$ cat config.mk
export PLATFORM = sky130hd
export DESIGN_NAME = wdg_seq_ctrl
export DESIGN_NICKNAME = d
export VERILOG_FILES = /design/src/rtl/wdg_pkg.sv /design/src/rtl/wdg_timeout_cnt.sv /design/src/rtl/wdg_seq_ctrl.sv
export SDC_FILE = /design/constraint.sdc
export NUM_CORES = 1
export LEC_CHECK = 0
export CORE_ASPECT_RATIO = 1.25
export CORE_MARGIN = 1.5
export CORE_UTILIZATION = 46
export CTS_CLUSTER_SIZE = 30
export DETAILED_ROUTE_END_ITERATION = 6
export PLACE_DENSITY_LB_ADDON = 0.08
export SYNTH_ARGS = -nofsm -noshare
export SYNTH_HDL_FRONTEND = slang
export SYNTH_HIERARCHICAL = 1
export SYNTH_SLANG_ARGS = --single-unit
$ cat constraint.sdc
create_clock -name clk -period 4.3 [get_ports clk]
set_input_delay 0.86 -clock clk [delete_from_list [all_inputs] [get_ports clk]]
set_output_delay 0.86 -clock clk [all_outputs]
set_load 0.005 [all_outputs]
$ cat src/rtl/wdg_pkg.sv
// wdg_pkg: shared types and constants for the watchdog eigen-pipeline sequencer.
// Latency: n/a (declarations only).
// Backpressure: n/a.
package wdg_pkg;

  localparam int REGIME_W = 3;

  // Mode word streamed to the output loader when a job faults.
  localparam logic [REGIME_W-1:0] ERR_REGIME = 3'b111;

  typedef enum logic [2:0] {
    IDLE,
    START,
    WAIT_ACK,
    RUN,
    LATCH,
    OL_START,
    OL_WAIT,
    FAULT
  } wdg_state_t;

endpackage

$ cat src/rtl/wdg_timeout_cnt.sv
// wdg_timeout_cnt: saturating cycle counter with an expiry flag for the core watchdog.
// Latency: clr/cnt_en take effect on the next clk edge; expired is combinational from the count.
// Backpressure: none; the owner gates cnt_en to freeze the count.
//
// Ports: clk, rst_n (async active-low), clr (synchronous clear, wins over cnt_en),
//        cnt_en (advance by one), expired (count has reached TIMEOUT_CYCLES-1 or beyond).
module wdg_timeout_cnt #(
  parameter int TIMEOUT_CYCLES = 1023,
  localparam int CNT_W = $clog2(TIMEOUT_CYCLES + 1)
) (
  input  logic clk,
  input  logic rst_n,
  input  logic clr,
  input  logic cnt_en,
  output logic expired
);

  localparam logic [CNT_W-1:0] CNT_MAX  = CNT_W'(TIMEOUT_CYCLES);
  localparam logic [CNT_W-1:0] CNT_LAST = CNT_W'(TIMEOUT_CYCLES - 1);

  logic [CNT_W-1:0] cnt_q;

  always_ff @(posedge clk or negedge rst_n) begin
    if (!rst_n) begin
      cnt_q <= '0;
    end else if (clr) begin
      cnt_q <= '0;
    end else if (cnt_en && (cnt_q != CNT_MAX)) begin
      cnt_q <= cnt_q + 1'b1;
    end
  end

  // >= rather than == so a count that has already run past the last
  // cycle (ack taken on the final WAIT_ACK cycle) still reads as expired.
  assign expired = (cnt_q >= CNT_LAST);

endmodule

$ cat src/rtl/wdg_seq_ctrl.sv
// wdg_seq_ctrl: sequences param loader -> eig_core -> output_loader with a core timeout watchdog.
// Latency: params_valid -> core_start 1 cycle; core_busy fall -> ol_start 2 cycles; done same cycle as ol_busy fall.
// Backpressure: loader_hold high whenever a job is in flight; ena low freezes everything except err_clr.
//
// Ports: ena (global enable), params_valid/loader_hold (param loader handshake),
//        core_start/core_busy/kappa_in/inv_kappa_in/regime_in (eig_core),
//        ol_start/ol_busy/ol_mode/ol_word_a/ol_word_b (output_loader),
//        err_clr/err_timeout/err_overrun (sticky faults), done (job drained).
// Build option: WDG_RETRY_EN - first timeout of a job restarts the core once before faulting.
module wdg_seq_ctrl
  import wdg_pkg::*;
#(
  parameter int TIMEOUT_CYCLES = 1023,
  parameter int DATA_W         = 32
) (
  input  logic                clk,
  input  logic                rst_n,
  input  logic                ena,
  input  logic                params_valid,
  output logic                loader_hold,
  output logic                core_start,
  input  logic                core_busy,
  input  logic [DATA_W-1:0]   kappa_in,
  input  logic [DATA_W-1:0]   inv_kappa_in,
  input  logic [REGIME_W-1:0] regime_in,
  output logic                ol_start,
  input  logic                ol_busy,
  output logic [REGIME_W-1:0] ol_mode,
  output logic [DATA_W-1:0]   ol_word_a,
  output logic [DATA_W-1:0]   ol_word_b,
  input  logic                err_clr,
  output logic                err_timeout,
  output logic                err_overrun,
  output logic                done
);

  wdg_state_t state_q, state_d;
  logic       cnt_clr, cnt_en, expired;
  logic       timeout_hit;
  logic       ol_seen_q;   // output loader has gone busy since ol_start
`ifdef WDG_RETRY_EN
  logic       retry_q;     // this job has already used its one restart
`endif

  wdg_timeout_cnt #(
    .TIMEOUT_CYCLES(TIMEOUT_CYCLES)
  ) u_cnt (
    .clk    (clk),
    .rst_n  (rst_n),
    .clr    (cnt_clr),
    .cnt_en (cnt_en),
    .expired(expired)
  );

  always_ff @(posedge clk or negedge rst_n) begin
    if (!rst_n) state_q <= IDLE;
    else        state_q <= state_d;
  end

  always_comb begin
    state_d     = state_q;
    cnt_clr     = 1'b0;
    cnt_en      = 1'b0;
    timeout_hit = 1'b0;
    if (ena) begin
      case (state_q)
        IDLE:     if (params_valid) state_d = START;
        START: begin
          cnt_clr = 1'b1;
          state_d = WAIT_ACK;
        end
        WAIT_ACK: begin
          cnt_en = 1'b1;
          if (core_busy)    state_d = RUN;
          else if (expired) timeout_hit = 1'b1;
        end
        RUN: begin
          // Completion is checked first so a fall on the expiry cycle still latches.
          cnt_en = 1'b1;
          if (!core_busy)   state_d = LATCH;
          else if (expired) timeout_hit = 1'b1;
        end
        LATCH:    state_d = OL_START;
        OL_START: state_d = OL_WAIT;
        OL_WAIT:  if (ol_seen_q && !ol_busy) state_d = IDLE;
        FAULT:    state_d = OL_START;
        default:  state_d = IDLE;
      endcase
      if (timeout_hit) begin
`ifdef WDG_RETRY_EN
        state_d = retry_q ? FAULT : START;
`else
        state_d = FAULT;
`endif
      end
    end
  end

  always_ff @(posedge clk or negedge rst_n) begin
    if (!rst_n) begin
      ol_seen_q <= 1'b0;
    end else if (ena) begin
      if (state_q == OL_START)                ol_seen_q <= 1'b0;
      else if (state_q == OL_WAIT && ol_busy) ol_seen_q <= 1'b1;
    end
  end

`ifdef WDG_RETRY_EN
  always_ff @(posedge clk or negedge rst_n) begin
    if (!rst_n) begin
      retry_q <= 1'b0;
    end else if (ena) begin
      if (state_q == IDLE)  retry_q <= 1'b0;
      else if (timeout_hit) retry_q <= 1'b1;
    end
  end
`endif

  // Result latches: loaded from the core on LATCH, or the error code on FAULT.
  always_ff @(posedge clk or negedge rst_n) begin
    if (!rst_n) begin
      ol_mode   <= '0;
      ol_word_a <= '0;
      ol_word_b <= '0;
    end else if (ena) begin
      if (state_q == LATCH) begin
        ol_mode   <= regime_in;
        ol_word_a <= kappa_in;
        ol_word_b <= inv_kappa_in;
      end else if (state_q == FAULT) begin
        ol_mode   <= ERR_REGIME;
        ol_word_a <= '0;
        ol_word_b <= '0;
      end
    end
  end

  // Sticky flags: a set event beats a coincident err_clr; err_clr works even with ena low.
  always_ff @(posedge clk or negedge rst_n) begin
    if (!rst_n) begin
      err_timeout <= 1'b0;
      err_overrun <= 1'b0;
    end else begin
      if (ena && state_q == FAULT)                   err_timeout <= 1'b1;
      else if (err_clr)                              err_timeout <= 1'b0;
      if (ena && params_valid && state_q != IDLE)    err_overrun <= 1'b1;
      else if (err_clr)                              err_overrun <= 1'b0;
    end
  end

  assign loader_hold = (state_q != IDLE);
  assign core_start  = ena && (state_q == START);
  assign ol_start    = ena && (state_q == OL_START);
  assign done        = ena && (state_q == OL_WAIT) && ol_seen_q && !ol_busy;

endmodule

==> flow_summary.toml, run 1 <==
[run_status]
outcome = "completed"

[detailed_routing]
routed_length_per_placed_instance_microns = 17.1
route.vias.total = 2751
post_detailed_route_drc_marker_count = 0
vias_per_cell = 5.43
count_of_nets_left_with_antenna_violations_after_detail_routing = 0
drt_first_iter_violations = 155
drt-pass1-iter-count = 4
wl_mm = 8.70

[global_route]
first_pass_grt_wire_length_mm = 13.6
initial_antenna_violation_count = 0
track_usage_pct = 22.4
grt_start_max_net_pins = 84
grt_pass1_vias = 2669
overflow = 0

[logic_synthesis]
largest_family_of_logic_cells_by_synthesized_area = "compound AO/OA/AOI/OAI gates"
synth-compound-area-share_pct = 21.4
synthesis.yosys.warnings = 6
synth_fa_ha_area_share_pct = 0.728
ys_async_sr_fraction_pct = 100
post_synth_xor_area_fraction_pct = 1.24
synth_area_sq_um = 3440
syn-instance-count = 271
synth.distinct_cells = 44
syn_nets = 347
synth_mux_area_share_pct = 0.910
synth_simple_gate_area_share_pct = 10.0
synth.avg_cell_area_sq_um = 12.7
synth.ff_latch_count = 83
synth_enable_flop_cells = 0
synth.yosys.seq_area_share_pct = 60.4
postSynth.topFlopCell = "sky130_fd_sc_hd__dfrtp_1"

[worst_setup_path]
crit_path_max_fanout = 12
worst_ep_arrival_time_ps = 2490
critical_path.endpoint_type = "output pin"
worstSetupStartpointType = "input pin"
timing_worst_setup_path_type = "input pin to output pin"
worstPathRequired_ps = 3440
crit_family = "buffers and inverters"
worstPathBufferInverterCount = 4
crit_chain = "clkdlybuf4s50_1 > buf_4 > nand3b_1 > nor2_1 > buf_4 > clkdlybuf4s50_1"
slowest_stage = "sky130_fd_sc_hd__clkdlybuf4s50_1"
worst_path_largest_cell_delay_ps = 530

[placed_design]
post_dp_hpwl_mm = 5.71
routabilityCongestion = 0.797
post_dp_cell_area_sq_um = 4880
pre_cts_ws_ps = 955
io_buffers = 146

[timing]
fmax_mhz = 299
summed_negative_setup_slack_over_all_endpoints_ps = 0
hold_viol = 0
slew_headroom_pct = 33.0
clock_skew_ps = 11.7
report.final.setup_viol = 0
timing.final.crit_share_pct = 77.8
report.final.slew_viol_count = 0
holdWs_ps = 501
worst_pin_slew_ps = 1010
fin_crit_ps = 3350
setup_slack_ps = 954
rsz_0062_raised_after_global_routing = "false"

[final_layout]
layout-drive-gt1-share_pct = 5.78
area_growth_pct = 47.7
fin_area_sq_um = 5080
post-route-util_pct = 69.4
layout.filler_cells = 551
final_nets = 487
num_antenna_cells = 0

[cts]
clock_tree.buffer_depth = 2
htreeDepth = 3
post_cts.resized_instances = 0
cts_tree = "yes"
post-cts-setup-buffer-count = 0
tritoncts.num_buffers = 9
path_clk_slew_ps = 70
clock_insertion_delay_at_the_later_pin_of_the_skew_report_ps = 350
cts-hold-fix-buffers = 0
clock-sinks = 83
clock_tree.root_cell = "sky130_fd_sc_hd__clkbuf_8"

[die]
die-width_microns = 80.3
core_ar_sq_um = 7310
dieArea_sq_um = 8000
io_pins = 147
die-height_microns = 99.6
starting_density_pct = 47.0
rows = 35

[power_and_ir_drop]
power.density_nw_per_um2 = 587
standby_leakage_power_nw = 2.23
ir_worst_vdd_v = 0.000334

[hold_path]
hold_class = "flip-flop to flip-flop"

[run]
drv.max_cap_violation_count = 0
-- cell usage in the layout, fill, tap and decap left out, drive strengths merged, types with 4 or more instances in the layout --
cell	Yosys	layout
a22o	64	64
clkbuf	0	11
nor2	13	13
inv	8	8
nand3	5	5
clkdlybuf4s50	0	145
nand2	8	8
o21ai	4	4
a211oi	4	4
buf	20	4
a21oi	9	9
dfrtp	83	83
nor3	9	9
nor2b	4	4
-- state kept, by name, summed over array words and instances (netlist names) --
name and count:
ol_mode 3, u_cnt/cnt_q 10, ol_word_a 32, err_timeout 1, err_overrun 1, ol_word_b 32, state_q 3, ol_seen_q 1
-- synthesized netlist by cell type, types with 2 or more instances --
| cell | n | area, sq um |
|---|---|---|
| sky130_fd_sc_hd__a211oi_1 | 4 | 30.0 |
| sky130_fd_sc_hd__a21oi_1 | 9 | 45.0 |
| sky130_fd_sc_hd__a22o_1 | 64 | 561 |
| sky130_fd_sc_hd__a31oi_1 | 2 | 12.5 |
| sky130_fd_sc_hd__a41oi_1 | 2 | 17.5 |
| sky130_fd_sc_hd__and3_1 | 2 | 12.5 |
| sky130_fd_sc_hd__buf_1 | 2 | 7.51 |
| sky130_fd_sc_hd__buf_2 | 9 | 45.0 |
| sky130_fd_sc_hd__buf_6 | 8 | 90.1 |
| sky130_fd_sc_hd__dfrtp_1 | 83 | 2080 |
| sky130_fd_sc_hd__ha_1 | 2 | 25.0 |
| sky130_fd_sc_hd__inv_1 | 8 | 30.0 |
| sky130_fd_sc_hd__mux2i_1 | 2 | 20.0 |
| sky130_fd_sc_hd__nand2_1 | 8 | 30.0 |
| sky130_fd_sc_hd__nand2b_1 | 2 | 12.5 |
| sky130_fd_sc_hd__nand3_1 | 3 | 15.0 |
| sky130_fd_sc_hd__nand3_2 | 2 | 20.0 |
| sky130_fd_sc_hd__nand3b_1 | 3 | 22.5 |
| sky130_fd_sc_hd__nand4_1 | 3 | 18.8 |
| sky130_fd_sc_hd__nor2_1 | 13 | 48.8 |
| sky130_fd_sc_hd__nor2b_1 | 4 | 25.0 |
| sky130_fd_sc_hd__nor3_1 | 9 | 45.0 |
| sky130_fd_sc_hd__o21ai_0 | 4 | 20.0 |
| sky130_fd_sc_hd__or4_1 | 2 | 15.0 |
| sky130_fd_sc_hd__xnor2_1 | 2 | 17.5 |
-- path summary, 6_finish.rpt --
| path | from | endpoint | slack, ps | cells after the start |
|---|---|---|---|---|
| max in group asynchronous | rst_n | ol_word_a[12] | 2980 | 1 |
| hold / removal | ol_word_a[23] | ol_word_a[23] | 500 | 1 |
| min in group asynchronous | rst_n | ol_word_b[14] | 680 | 1 |
| setup reg to reg | state_q[1] | u_cnt/cnt_q[5] | 2200 | 6 |
| hold reg to reg | ol_word_a[23] | ol_word_a[23] | 500 | 1 |
| setup / recovery | ena | core_start | 950 | 6 |
-- layout make-up --
cell class | instances | area [sq um] | share of cell area, %
tap | 92 | 115 | 2.27
inverter | 8 | 30.0 | 0.592
clock inverter | 4 | 51.3 | 1.01
clock buffer | 11 | 141 | 2.79
multi-input combinational | 160 | 1180 | 23.2
sequential | 83 | 2080 | 40.9
timing repair buffer | 149 | 1480 | 29.2
-- worst register-to-register path: cells and delay by family (launching register included) --
kind,cells,cell delay (ps)
and+or+nand+nor,5,1270
DFF,1,610
AOI/OAI and AO/OA,1,160
-- cells by family after synthesis --
| group | after synthesis |
|---|---|
| adders and majority gates | 2 |
| buffers and inverters | 28 |
| AOI/OAI and AO/OA | 91 |
| xor gates and xnor gates | 4 |
| DFF | 83 |
| and+or+nand+nor | 60 |
| muxes | 3 |
-- per-layer routing --
metal / GRT usage, % / share of wire (%) / routed length [microns]
met5: 0 / 0 / 0
met4: 9.55 / 2.3 / 199
met3: 5.32 / 7.1 / 619
met2: 34.1 / 48 / 4150
met1: 30.6 / 43 / 3730
-- report_power, final --
group          leakage, nW  switching, mW  internal, mW
logic                 1.06          0.442         0.739
registers             1.07          0.207          1.04
clock network       0.0954          0.268         0.281
-- per-stage QoR --
step                      total power [mW]  cells
final                                 2.98    507
after CTS                             3.01    507
after floorplan                       1.83    271
after global placement                2.42    492
after global routing                  3.18    507
after detailed placement              2.45    492
No activity file was read; power rests on OpenSTA's default activity.
==> inputs of run 2 (changes only) <==
--- a/config.mk
+++ b/config.mk
@@ -7,7 +7,7 @@
 export LEC_CHECK = 0
 export CORE_ASPECT_RATIO = 1.25
 export CORE_MARGIN = 1.5
-export CORE_UTILIZATION = 46
+export CORE_UTILIZATION = 42
 export CTS_CLUSTER_SIZE = 30
 export DETAILED_ROUTE_END_ITERATION = 6
 export PLACE_DENSITY_LB_ADDON = 0.08
==> constraint.sdc (replaced) <==
create_clock -name clk -period 3.23 [get_ports clk]
set_input_delay 0.646 -clock clk [delete_from_list [all_inputs] [get_ports clk]]
set_output_delay 0.646 -clock clk [all_outputs]
set_load 0.005 [all_outputs]
==> flow_summary.toml, run 2 (synthesis gave the netlist of run 1 again) <==
[worst_setup_path]
crit_chain = "clkdlybuf4s50_1 > nand3b_1 > nor2_1 > clkdlybuf4s50_1"
r2r.worst_path.cells = 7
crit_path_frequent_cell = "sky130_fd_sc_hd__clkdlybuf4s50_1"
critical_path.endpoint_type = "output pin"
worst_ep_arrival_time_ps = 2000
timing_worst_setup_path_type = "input pin to output pin"
startpoint = "ena"
worstSetupStartpointType = "input pin"
regToRegStartpoint = "state_q[1]"
worstPathRequired_ps = 2580
register_to_register_setup_slack_ps = 1320
slowest_stage = "sky130_fd_sc_hd__clkdlybuf4s50_1"
worst_path_largest_cell_delay_ps = 530
crit_path_max_fanout = 4
reg2reg_to = "u_cnt/cnt_q[5]"
critical_path.endpoint = "core_start"

[timing]
worst_pin_slew_ps = 1010
report.final.setup_viol = 0
slew_headroom_pct = 32.4
fin_crit_ps = 2650
report.final.slew_viol_count = 0
summed_negative_setup_slack_over_all_endpoints_ps = 0
fmax_mhz = 377
timing.final.crit_share_pct = 82.1
clock_skew_ps = 9.24
rsz_0062_raised_after_global_routing = "false"
hold_viol = 0

[run]
drv.max_cap_violation_count = 0

[cts]
cts-hold-fix-buffers = 0
clock-sinks = 83
clock_insertion_delay_at_the_later_pin_of_the_skew_report_ps = 360
clock_tree.buffer_depth = 2
htreeDepth = 3
tritoncts.num_buffers = 9
path_clk_slew_ps = 80
cts_tree = "yes"
post_cts.resized_instances = 0
clock_tree.root_cell = "sky130_fd_sc_hd__clkbuf_8"
post-cts-setup-buffer-count = 0

[global_route]
overflow = 0
initial_antenna_violation_count = 0
grt_start_max_net_pins = 84
grt_pass1_vias = 2691
first_pass_grt_wire_length_mm = 14.3
track_usage_pct = 20.9

[power_and_ir_drop]
power.density_nw_per_um2 = 793
standby_leakage_power_nw = 2.27
power.combinational.fraction_pct = 39.3
ir_worst_vdd_v = 0.000416
seq_power_share_pct = 40.7
power.clock.fraction_pct = 20.0
p_int_mw = 2.85
switching_power_mw = 1.23
p_sw_share_pct = 30.1

[die]
starting_density_pct = 43.6
rows = 36
io_pins = 147
die-height_microns = 104
dieArea_sq_um = 8740
core_ar_sq_um = 7880
die-width_microns = 83.9

[detailed_routing]
post_detailed_route_drc_marker_count = 0
drt-pass1-iter-count = 5
count_of_nets_left_with_antenna_violations_after_detail_routing = 0
routed_length_per_placed_instance_microns = 17.1
vias_per_cell = 5.37
wl_mm = 8.78
route.vias.total = 2761
drt_first_iter_violations = 167

[final_layout]
biggestRegsByFlops = "ol_word_a x32, ol_word_b x32, u_cnt/cnt_q x10"
num_antenna_cells = 0
area_growth_pct = 49.7
final_nets = 491
most_frequent_standard_cell_in_the_layout_excluding_fill_and_tap_cells = "sky130_fd_sc_hd__clkdlybuf4s50_1"
post-route-util_pct = 65.3
layout-drive-gt1-share_pct = 6.68
final_cell_mix = "sky130_fd_sc_hd__clkdlybuf4s50_1, sky130_fd_sc_hd__dfrtp_1, sky130_fd_sc_hd__a22o_1"

[placed_design]
routabilityCongestion = 0.803
post_dp_hpwl_mm = 6.00
io_buffers = 146

[run_status]
outcome = "completed"

[hold_path]
hold_class = "input pin to async pin"
[run 2: changes by cell type in the layout (fill, tap and decap cells not counted)]
cell	before	now
sky130_fd_sc_hd__buf_12	0	1
sky130_fd_sc_hd__clkinvlp_4	1	0
sky130_fd_sc_hd__inv_6	0	1
sky130_fd_sc_hd__bufinv_16	1	2
sky130_fd_sc_hd__clkinv_4	1	0
sky130_fd_sc_hd__buf_4	4	7
[run 2: routing by layer]
metal | share of wire [%] | vias to the layer above | track usage (%)
met2 | 50 | 106 | 33.8
met4 | 1.7 | 0 | 8.20
met3 | 5.1 | 12 | 3.89
met5 | 0 | - | 0
li1 | - | 1302 | -
met1 | 43 | 1341 | 27.9
[run 2: power by group through the flow]
stage	clock, mW	combinational, mW	sequential, mW
floorplan	0	0.804	1.63
global placement	0	1.60	1.66
detailed placement	0	1.62	1.68
CTS	0.834	1.63	1.66
global route	0.882	1.74	1.71
finish	0.814	1.60	1.66
[run 2: cell type report]
type | count | area, sq um
Clock buffer | 11 | 141
Clock inverter | 4 | 73.8
Fill cell | 624 | 2740
Inverter | 8 | 30.0
Multi-Input combinational cell | 160 | 1180
Sequential cell | 83 | 2080
Tap cell | 95 | 119
Timing Repair Buffer | 153 | 1520
[run 2: critical path, delay by kind of cell]
family,cells,cell delay [ps]
buffers and inverters,2,1030
and+or+nand+nor,2,330
[run 2: worst min-delay path by stage]
stage	cells past startpoint	slack (ps)	endpoint	start
after floorplan	0	350	err_overrun	rst_n
after global placement	1	480	ol_word_b[23]	ol_word_b[23]
after detailed placement	1	480	ol_word_b[15]	ol_word_b[15]
after CTS	1	500	ol_word_b[12]	rst_n
after global routing	1	520	ol_word_a[27]	ol_word_a[27]
final	1	450	ol_word_b[12]	rst_n
[run 2: metrics by stage]
| stage | power, mW | hold slack [ps] | setup slack (ps) | cell area, sq um | cells |
|---|---|---|---|---|---|
| 2_1_floorplan | 2.43 | 350 | 1020 | 3440 | 271 |
| 3_3_place_gp | 3.26 | 482 | 593 | 4930 | 499 |
| 3_5_place_dp | 3.29 | 483 | 584 | 4930 | 499 |
| 4_1_cts | 4.13 | 501 | 566 | 5140 | 514 |
| 5_1_grt | 4.34 | 516 | 460 | 5140 | 514 |
| 6_report | 4.08 | 450 | 580 | 5140 | 514 |
==> inputs of run 3 (changes only) <==
--- a/config.mk
+++ b/config.mk
@@ -7,7 +7,7 @@
 export LEC_CHECK = 0
 export CORE_ASPECT_RATIO = 1.25
 export CORE_MARGIN = 1.5
-export CORE_UTILIZATION = 42
+export CORE_UTILIZATION = 38
 export CTS_CLUSTER_SIZE = 30
 export DETAILED_ROUTE_END_ITERATION = 6
 export PLACE_DENSITY_LB_ADDON = 0.08
==> constraint.sdc (replaced) <==
create_clock -name clk -period 2.22 [get_ports clk]
set_input_delay 0.444 -clock clk [delete_from_list [all_inputs] [get_ports clk]]
set_output_delay 0.444 -clock clk [all_outputs]
set_load 0.005 [all_outputs]
==> flow_summary.toml, run 3 (synthesis gave the netlist of run 1 again) <==
[final_layout]
area_growth_pct = 54.6
num_antenna_cells = 0
final_cell_mix = "sky130_fd_sc_hd__clkdlybuf4s50_1, sky130_fd_sc_hd__dfrtp_1, sky130_fd_sc_hd__a22o_1"
fin_cells = 557
most_frequent_standard_cell_in_the_layout_excluding_fill_and_tap_cells = "sky130_fd_sc_hd__clkdlybuf4s50_1"
post-route-util_pct = 60.7
layout-drive-gt1-share_pct = 10.8
biggestRegsByFlops = "ol_word_a x32, ol_word_b x32, u_cnt/cnt_q x10"
final_nets = 508
layout.filler_cells = 773
fin_area_sq_um = 5310
combined_area_of_the_multi_input_logic_cells_sq_um = 1180
sequential_cell_area_sq_um = 2080

[placed_design]
pre_cts_ws_ps = -37.5
placedCellCount = 537
routabilityCongestion = 0.832
post_dp_hpwl_mm = 6.46
io_buffers = 146
post_dp_cell_area_sq_um = 5080

[power_and_ir_drop]
ir_worst_vdd_v = 0.000435
power.clock.fraction_pct = 17.8
standby_leakage_power_nw = 2.35
power.combinational.fraction_pct = 42.7
p_int_mw = 4.17
power.density_nw_per_um2 = 1130
switching_power_mw = 1.82
seq_power_share_pct = 39.4
p_sw_share_pct = 30.4
finalPower_mw = 5.98

[detailed_routing]
route.vias.total = 2896
routed_length_per_placed_instance_microns = 16.4
count_of_nets_left_with_antenna_violations_after_detail_routing = 0
post_detailed_route_drc_marker_count = 0
drt_first_iter_violations = 110
drt-pass1-iter-count = 4
wl_mm = 9.12
vias_per_cell = 5.20

[timing]
clock_skew_ps = 11.0
summed_negative_setup_slack_over_all_endpoints_ps = 0
hold_viol = 0
worst_pin_slew_ps = 692
slew_headroom_pct = 53.9
report.final.setup_viol = 0
report.final.slew_viol_count = 0
holdWs_ps = 140
fin_crit_ps = 2130
setup_slack_ps = 87.2
timing.final.crit_share_pct = 96.1
fmax_mhz = 469

[die]
starting_density_pct = 39.3
rows = 38
core_ar_sq_um = 8750
dieArea_sq_um = 9630
die-width_microns = 88.1
die-height_microns = 109
io_pins = 147

[worst_setup_path]
crit_family = "buffers and inverters"
register_to_register_setup_slack_ps = 510
worst_ep_arrival_time_ps = 1690
crit_path_max_fanout = 8
stages_on_worst_setup_path = 3
reg2reg_to = "u_cnt/cnt_q[5]"
critical_path.endpoint = "core_start"
worstSetupStartpointType = "flip-flop"
timing_worst_setup_path_type = "flip-flop to output pin"
regToRegStartpoint = "state_q[2]"
critical_path.endpoint_type = "output pin"
worstPathRequired_ps = 1780
slowest_stage = "sky130_fd_sc_hd__clkdlybuf4s50_1"
startpoint = "state_q[1]"
worstPathBufferInverterCount = 1
crit_chain = "nand3b_1 > nor2_2 > clkdlybuf4s50_1"
worst_path_largest_cell_delay_ps = 510
r2r.worst_path.cells = 6

[cts]
cts_tree = "yes"
htreeDepth = 3
clock_tree.root_cell = "sky130_fd_sc_hd__clkbuf_8"
clock_insertion_delay_at_the_later_pin_of_the_skew_report_ps = 340
cts-hold-fix-buffers = 0
path_clk_slew_ps = 80
clock_tree.buffer_depth = 2
clock-sinks = 83
tritoncts.num_buffers = 9

[global_route]
overflow = 0
grt_start_max_net_pins = 56
initial_antenna_violation_count = 0
first_pass_grt_wire_length_mm = 14.0
track_usage_pct = 19.0
grt_pass1_vias = 2807

[run]
drv.max_cap_violation_count = 0

[run_status]
outcome = "completed"

[hold_path]
hold_class = "input pin to async pin"
-- run 3: what timing repair did --
action                                  in CTS  in global routing
buffers inserted                             0                  4
pin swaps                                    0                  2
endpoints found under the setup margin       2                  2
gates resized for setup                      3                  1
-- run 3: power groups by stage --
stage / sequential, mW / clock, mW / combinational, mW
floorplan: 2.37 / 0 / 1.17
global placement: 2.38 / 0 / 2.48
detailed placement: 2.39 / 0 / 2.51
CTS: 2.37 / 1.10 / 2.53
global route: 2.42 / 1.16 / 2.79
finish: 2.36 / 1.07 / 2.56
-- run 3: area by class of cell --
type	instances	area share [%]
inverters	8	0.565
well taps	120	2.83
flip-flops and latches	83	39.1
clock inverters	4	0.942
clock buffers	12	2.73
repair buffers	170	31.6
multi-input cells	160	22.3
-- run 3: worst min path at each step --
stage	start	to	slack, ps
global placement	ol_word_a[30]	ol_word_a[30]	480
CTS	rst_n	ol_word_b[10]	160
global route	rst_n	ol_word_b[21]	190
finish	rst_n	ol_word_b[10]	140
floorplan	rst_n	err_overrun	150
detailed placement	err_timeout	err_timeout	480
-- run 3: metal layers --
metal | vias to the layer above | GRT usage, % | share of wire [%]
li1 | 1337 | - | -
met1 | 1454 | 24.2 | 43
met2 | 96 | 31.0 | 50
met3 | 9 | 5.18 | 6.0
met4 | 0 | 6.58 | 1.6
met5 | - | 0 | 0
